===== src/rtl/io_pkg.sv =====
// Shared PIO link definitions: phase codes, transmitter FSM states and data width.
package io_pkg;
  localparam int IO_DATA_W = 9;

  localparam logic [1:0] SIG_IDLE = 2'd0;
  localparam logic [1:0] SIG_PH_A = 2'd1;
  localparam logic [1:0] SIG_PH_B = 2'd2;

  typedef enum logic [1:0] {IDLE, PRESENT, RELEASE} tx_state_t;

  function automatic logic [1:0] next_phase(input logic [1:0] ph);
    return (ph == SIG_PH_A) ? SIG_PH_B : SIG_PH_A;
  endfunction
endpackage


===== src/rtl/sync_fifo.sv =====
// Single-clock FIFO with occupancy count; push is ignored when full, pop when empty.
module sync_fifo #(
  parameter int DATA_W = 9,
  parameter int DEPTH  = 8
) (
  input  logic                     clk,
  input  logic                     rst,
  input  logic                     push,
  input  logic                     pop,
  input  logic [DATA_W-1:0]        wr_data,
  output logic                     full,
  output logic                     empty,
  output logic [$clog2(DEPTH):0]   fill,
  output logic [DATA_W-1:0]        head
);
  localparam int PTR_W  = $clog2(DEPTH);
  localparam int FILL_W = PTR_W + 1;

  logic [DATA_W-1:0] mem_q [DEPTH];
  logic [PTR_W-1:0]  wr_ptr_q, wr_ptr_d;
  logic [PTR_W-1:0]  rd_ptr_q, rd_ptr_d;
  logic [FILL_W-1:0] fill_q, fill_d;
  logic              do_push, do_pop;

  assign full    = (fill_q == FILL_W'(DEPTH));
  assign empty   = (fill_q == '0);
  assign do_push = push && !full;
  assign do_pop  = pop && !empty;
  assign fill    = fill_q;
  assign head    = mem_q[rd_ptr_q];

  // DEPTH is a power of two, so pointer overflow is the modulo wrap
  always_comb begin
    wr_ptr_d = wr_ptr_q;
    rd_ptr_d = rd_ptr_q;
    fill_d   = fill_q;
    if (do_push) wr_ptr_d = wr_ptr_q + 1'b1;
    if (do_pop)  rd_ptr_d = rd_ptr_q + 1'b1;
    case ({do_push, do_pop})
      2'b10:   fill_d = fill_q + 1'b1;
      2'b01:   fill_d = fill_q - 1'b1;
      default: fill_d = fill_q;
    endcase
  end

  always_ff @(posedge clk or posedge rst) begin
    if (rst) begin
      wr_ptr_q <= '0;
      rd_ptr_q <= '0;
      fill_q   <= '0;
    end else begin
      wr_ptr_q <= wr_ptr_d;
      rd_ptr_q <= rd_ptr_d;
      fill_q   <= fill_d;
    end
  end

  always_ff @(posedge clk) begin
    if (do_push) mem_q[wr_ptr_q] <= wr_data;
  end
endmodule


===== src/rtl/io_tx_module.sv =====
// Hardware-to-software PIO transmitter: buffers game words and hands them to
// software with an alternating 1/2 phase-code four-phase handshake.
module io_tx_module
  import io_pkg::*;
#(
  parameter int DATA_W = IO_DATA_W,
  parameter int DEPTH  = 8
) (
  input  logic                   clk50,
  input  logic                   reset,
  input  logic [DATA_W-1:0]      in_data,
  input  logic                   in_valid,
  output logic                   in_ready,
  output logic [DATA_W-1:0]      to_sw_data,
  output logic [1:0]             to_sw_sig,
  input  logic [1:0]             to_hw_sig,
  output logic [$clog2(DEPTH):0] fill,
  output logic                   proto_err
);
  logic [1:0]        ack_meta_q, ack_s_q;
  tx_state_t         state_q, state_d;
  logic [1:0]        phase_q, phase_d;
  logic [1:0]        sig_q, sig_d;
  logic [DATA_W-1:0] data_q, data_d;
  logic              err_q, err_d;
  logic              pop;
  logic              fifo_full, fifo_empty;
  logic [DATA_W-1:0] fifo_head;

  sync_fifo #(.DATA_W(DATA_W), .DEPTH(DEPTH)) u_fifo (
    .clk     (clk50),
    .rst     (reset),
    .push    (in_valid),
    .pop     (pop),
    .wr_data (in_data),
    .full    (fifo_full),
    .empty   (fifo_empty),
    .fill    (fill),
    .head    (fifo_head)
  );

  assign in_ready   = !fifo_full;
  assign to_sw_data = data_q;
  assign to_sw_sig  = sig_q;
  assign proto_err  = err_q;

  // The head word stays in the FIFO until software releases, so a stalled
  // partner naturally backpressures the producer.
  always_comb begin
    state_d = state_q;
    phase_d = phase_q;
    sig_d   = sig_q;
    data_d  = data_q;
    err_d   = err_q;
    pop     = 1'b0;
    case (state_q)
      IDLE: begin
        if (!fifo_empty) begin
          data_d  = fifo_head;
          sig_d   = phase_q;
          state_d = PRESENT;
        end else begin
          sig_d = SIG_IDLE;
        end
      end
      PRESENT: begin
        if (ack_s_q == phase_q) begin
          sig_d   = SIG_IDLE;
          state_d = RELEASE;
        end else if (ack_s_q != SIG_IDLE) begin
          err_d = 1'b1;
        end
      end
      RELEASE: begin
        if (ack_s_q == SIG_IDLE) begin
          pop     = 1'b1;
          phase_d = next_phase(phase_q);
          state_d = IDLE;
        end
      end
      default: state_d = IDLE;
    endcase
  end

  always_ff @(posedge clk50 or posedge reset) begin
    if (reset) begin
      ack_meta_q <= SIG_IDLE;
      ack_s_q    <= SIG_IDLE;
      state_q    <= IDLE;
      phase_q    <= SIG_PH_A;
      sig_q      <= SIG_IDLE;
      data_q     <= '0;
      err_q      <= 1'b0;
    end else begin
      ack_meta_q <= to_hw_sig;
      ack_s_q    <= ack_meta_q;
      state_q    <= state_d;
      phase_q    <= phase_d;
      sig_q      <= sig_d;
      data_q     <= data_d;
      err_q      <= err_d;
    end
  end
endmodule

===== config.mk =====
export PLATFORM = sky130hd
export DESIGN_NAME = io_tx_module
export DESIGN_NICKNAME = d
export VERILOG_FILES = /design/src/rtl/io_pkg.sv /design/src/rtl/sync_fifo.sv /design/src/rtl/io_tx_module.sv
export SDC_FILE = /design/constraint.sdc
export NUM_CORES = 1
export LEC_CHECK = 0
export ABC_AREA = 0
export BUFFER_PORTS_ARGS = -buffer_cell sky130_fd_sc_hd__buf_2
export CAP_MARGIN = 10
export CORE_MARGIN = 5
export CORE_UTILIZATION = 53
export DETAILED_ROUTE_END_ITERATION = 10
export PLACE_DENSITY = 0.79
export SLEW_MARGIN = 20
export SYNTH_ARGS = -nofsm -noshare
export SYNTH_HDL_FRONTEND = slang
export SYNTH_SLANG_ARGS = --single-unit

===== constraint.sdc =====
create_clock -name clk50 -period 2.15 [get_ports clk50]
set_input_delay 0.3225 -clock clk50 [delete_from_list [all_inputs] [get_ports clk50]]
set_output_delay 0.3225 -clock clk50 [all_outputs]
set_load 0.03 [all_outputs]

==> out/results.ini <==
[grt]
grt_max_degree = 29
overflow = 0
grt_pass1_vias = 2386
grt_pass1_wl_um = 12100
grt.total_usage_pct = 16.3
antenna_found_initial = 0

[drt]
first_pass_iters = 4
via_per_inst = 5.40
drc = 0
drtIter0Drc = 136
ant_nets = 0
dr_total_vias = 2333
wl_per_cell_um = 17.3
wirelength_um = 7470

[timing]
hold_viol = 0
finalCriticalPeriod_ns = 2.09
finalMaxSlewViolations = 0
fmax_mhz = 478
slew-limit-headroom_pct = 67.1
finalCritPeriodShare_pct = 97.3
skew_ns = 0.0179
rsz0062_at_grt = true
tightest_slew_ns = 0.493
hold-worst-slack_ns = 0.0644
setup_viol_count_final = 0

[worst_setup_path]
r2r_start = u_fifo.fill[3]
critPathBufInv = 0
crit_path_frequent_cell = ha_4
crit_slowest_cell = dfrtp_2
reg2reg_depth = 8
critical-path-top-delay-family = simple AND/OR/NAND/NOR gates
worst-path-max-fanout = 7
cp-start-kind = flip-flop
worstPathRequired_ns = 2.39
crit_chain = nor4_4, and2b_4, ha_4, ha_4, a21oi_2, nor4_2, nand4b_1, o211ai_1
timing.rr.end = u_fifo.fill[3]
path_class = reg -> reg
timing.reg2reg.setup_slack_ns = 0.06
worstPathArrival_ns = 2.33
cp_slowest_stage_delay_ns = 0.47
crit_path_end_kind = flip-flop

[cts]
cts_tree = yes
cts_buffers = 9
clk_pin_slew_worst_paths_ns = 0.10
cts-root-buf = clkbuf_8
clk_path_buf_depth = 2
cts_num_sinks = 102
htreeDepth = 3
worst_skew_pair.late_latency_ns = 0.37

[floorplan]
num_rows = 32
die_area_mm2 = 0.00966
dieHeight_um = 98.3
top_level_ports = 31
floorplan.initialDensity_pct = 54.0
dieWidth_um = 98.3
core_area_mm2 = 0.00765

[min_path]
hold_depth = 1
min_from = to_hw_sig[1]
hold_class = in -> reg
hold_path_end = ack_meta_q[1]

[layout]
layout.nets = 345
num-fill-cells = 549
drive_gt1_share_pct = 27.0
syn2layout_area_growth_pct = 17.1
n_antenna_cell = 0

[logic_synthesis]
synth_nets = 290
synth_edf_count = 72
yosysWarnings = 0
synth_cell_type_count = 40
ys_ff_latch = 102
syn_inst = 270
yosysSeqAreaShare_pct = 70.6
ys.flop_type = edfxtp_1
avgSynthCellArea_um2 = 15.3
async_flop_share_pct = 29.4
syn_area_mm2 = 0.00413

[placement]
gp_congestion = 0.785
io_buffers = 30
dp_hpwl_um = 4840

[job]
max_cap_violations = 0

[power_and_ir_drop]
powerDensity_mw_per_mm2 = 1310
p_leak_uw = 0.00185
power_uw = 6310
ir_drop_v = 0.000517

[run_status]
status = finished, final reports clean

[state kept, by name, indices dropped and copies added (netlist names)]
register	cells
u_fifo.rd_ptr_q	3
phase_q	2
u_fifo.fill	4
ack_meta_q	2
u_fifo.mem_q	72
ack_s_q	2
u_fifo.wr_ptr_q	3
proto_err	1
to_sw_sig	2
state_q	2
to_sw_data	9
[cell usage after synthesis (2+ instances only)]
library cell	n	share of area, %
mux2i_1	37	9.0
inv_1	17	1.5
nand3_1	12	1.5
clkbuf_1	3	0.27
xnor2_1	6	1.3
a22o_1	2	0.42
nand2b_1	3	0.45
dfrtp_1	29	18
o211ai_1	2	0.36
ha_1	5	1.5
edfxtp_1	72	52
nor2_1	6	0.55
buf_4	2	0.36
a22oi_1	18	3.3
buf_6	2	0.55
or3_1	2	0.30
nor3_1	7	0.85
nor2b_1	2	0.30
xor2_1	2	0.42
buf_1	2	0.18
nand2_1	7	0.64
nor4_1	2	0.30
o21ai_0	13	1.6
[where the power goes]
group,internal [uW],switching (uW)
combinational,940,1310
sequential,2570,332
clock,466,698
total,3970,2340
[kinds of logic after synthesis]
family	count (synthesis)	share of synthesized area [%]
AOI/OAI and AO/OA	41	6.63
xor gates and xnor gates	8	1.70
adders and majority gates	6	2.00
buffers and inverters	27	3.03
DFF	102	70.6
muxes	39	9.60
and+or+nand+nor	47	6.48
[placed cells by master, fill, tap and decap left out, types with 3 or more instances in the layout]
| cell type | n |
|---|---|
| a22oi_1 | 18 |
| dfrtp_2 | 4 |
| clkinv_8 | 3 |
| edfxtp_1 | 72 |
| ha_4 | 3 |
| nand2_1 | 6 |
| dfrtp_1 | 25 |
| o21ai_0 | 13 |
| nor2_1 | 6 |
| inv_1 | 17 |
| xnor2_1 | 6 |
| nand3_1 | 12 |
| buf_4 | 22 |
| clkbuf_8 | 9 |
| nor3_1 | 5 |
| mux2i_1 | 37 |
| nand2b_1 | 3 |
| buf_2 | 30 |
[worst register-to-register path, delay by kind of cell (launching register included)]
kind | cells | cell delay, ns
AND/OR/NAND/NOR | 4 | 0.90
adder cells (fa/ha/maj) | 2 | 0.46
flip-flops | 1 | 0.47
AO/OA/AOI/OAI | 2 | 0.14
[metrics by stage]
| step | TNS [ns] | utilization [%] | cell area [um^2] | setup slack [ns] | cells |
|---|---|---|---|---|---|
| 6_report | 0 | 63.3 | 4840 | 0.0578 | 432 |
| 4_1_cts | 0 | 62.6 | 4790 | 0.0473 | 430 |
| 3_5_place_dp | -0.0147 | 59.4 | 4540 | -0.0147 | 412 |
| 2_1_floorplan | 0 | - | 4160 | 0.00452 | 270 |
| 3_3_place_gp | 0 | 59.4 | 4540 | 0.0889 | 412 |
| 5_1_grt | -0.0774 | 63.3 | 4840 | -0.0774 | 432 |
[layout make-up]
| class | instances | area, um^2 | share of cell area (%) |
|---|---|---|---|
| sequential | 102 | 2920 | 60.3 |
| clock buffer | 9 | 124 | 2.56 |
| multi-input combinational | 141 | 1170 | 24.2 |
| timing repair buffer | 54 | 345 | 7.14 |
| tap | 102 | 128 | 2.64 |
| inverter | 17 | 63.8 | 1.32 |
| clock inverter | 7 | 86.3 | 1.78 |
[metal layers]
metal  vias to the layer above  global-route usage (%)  part of all wire, %
li1                       1121                       -                    -
met1                      1142                    20.1                   41
met2                        59                    28.1                   52
met3                        11                    4.00                  5.8
met4                         0                    5.57                  1.5
met5                         -                       0                    0
[timing repair]
item                       CTS  global route
setup endpoints to repair    1             1
hold buffers                 1             0
setup buffers                1             2
resized for setup            2             5
hold endpoints to repair    12             0
pin swaps                    0             3
[how the worst max path moves through the flow]
stage,depth (start not counted),end,startpoint,slack [ns]
floorplan,8,u_fifo.fill[3],u_fifo.fill[0],0.005
global placement,8,u_fifo.fill[3],u_fifo.fill[0],0.09
detailed placement,8,u_fifo.fill[3],u_fifo.fill[0],-0.01
CTS,8,u_fifo.fill[3],u_fifo.fill[0],0.05
global route,8,u_fifo.fill[3],u_fifo.fill[3],-0.08
finish,8,u_fifo.fill[3],u_fifo.fill[3],0.06
(Power assumes the default switching activity.)
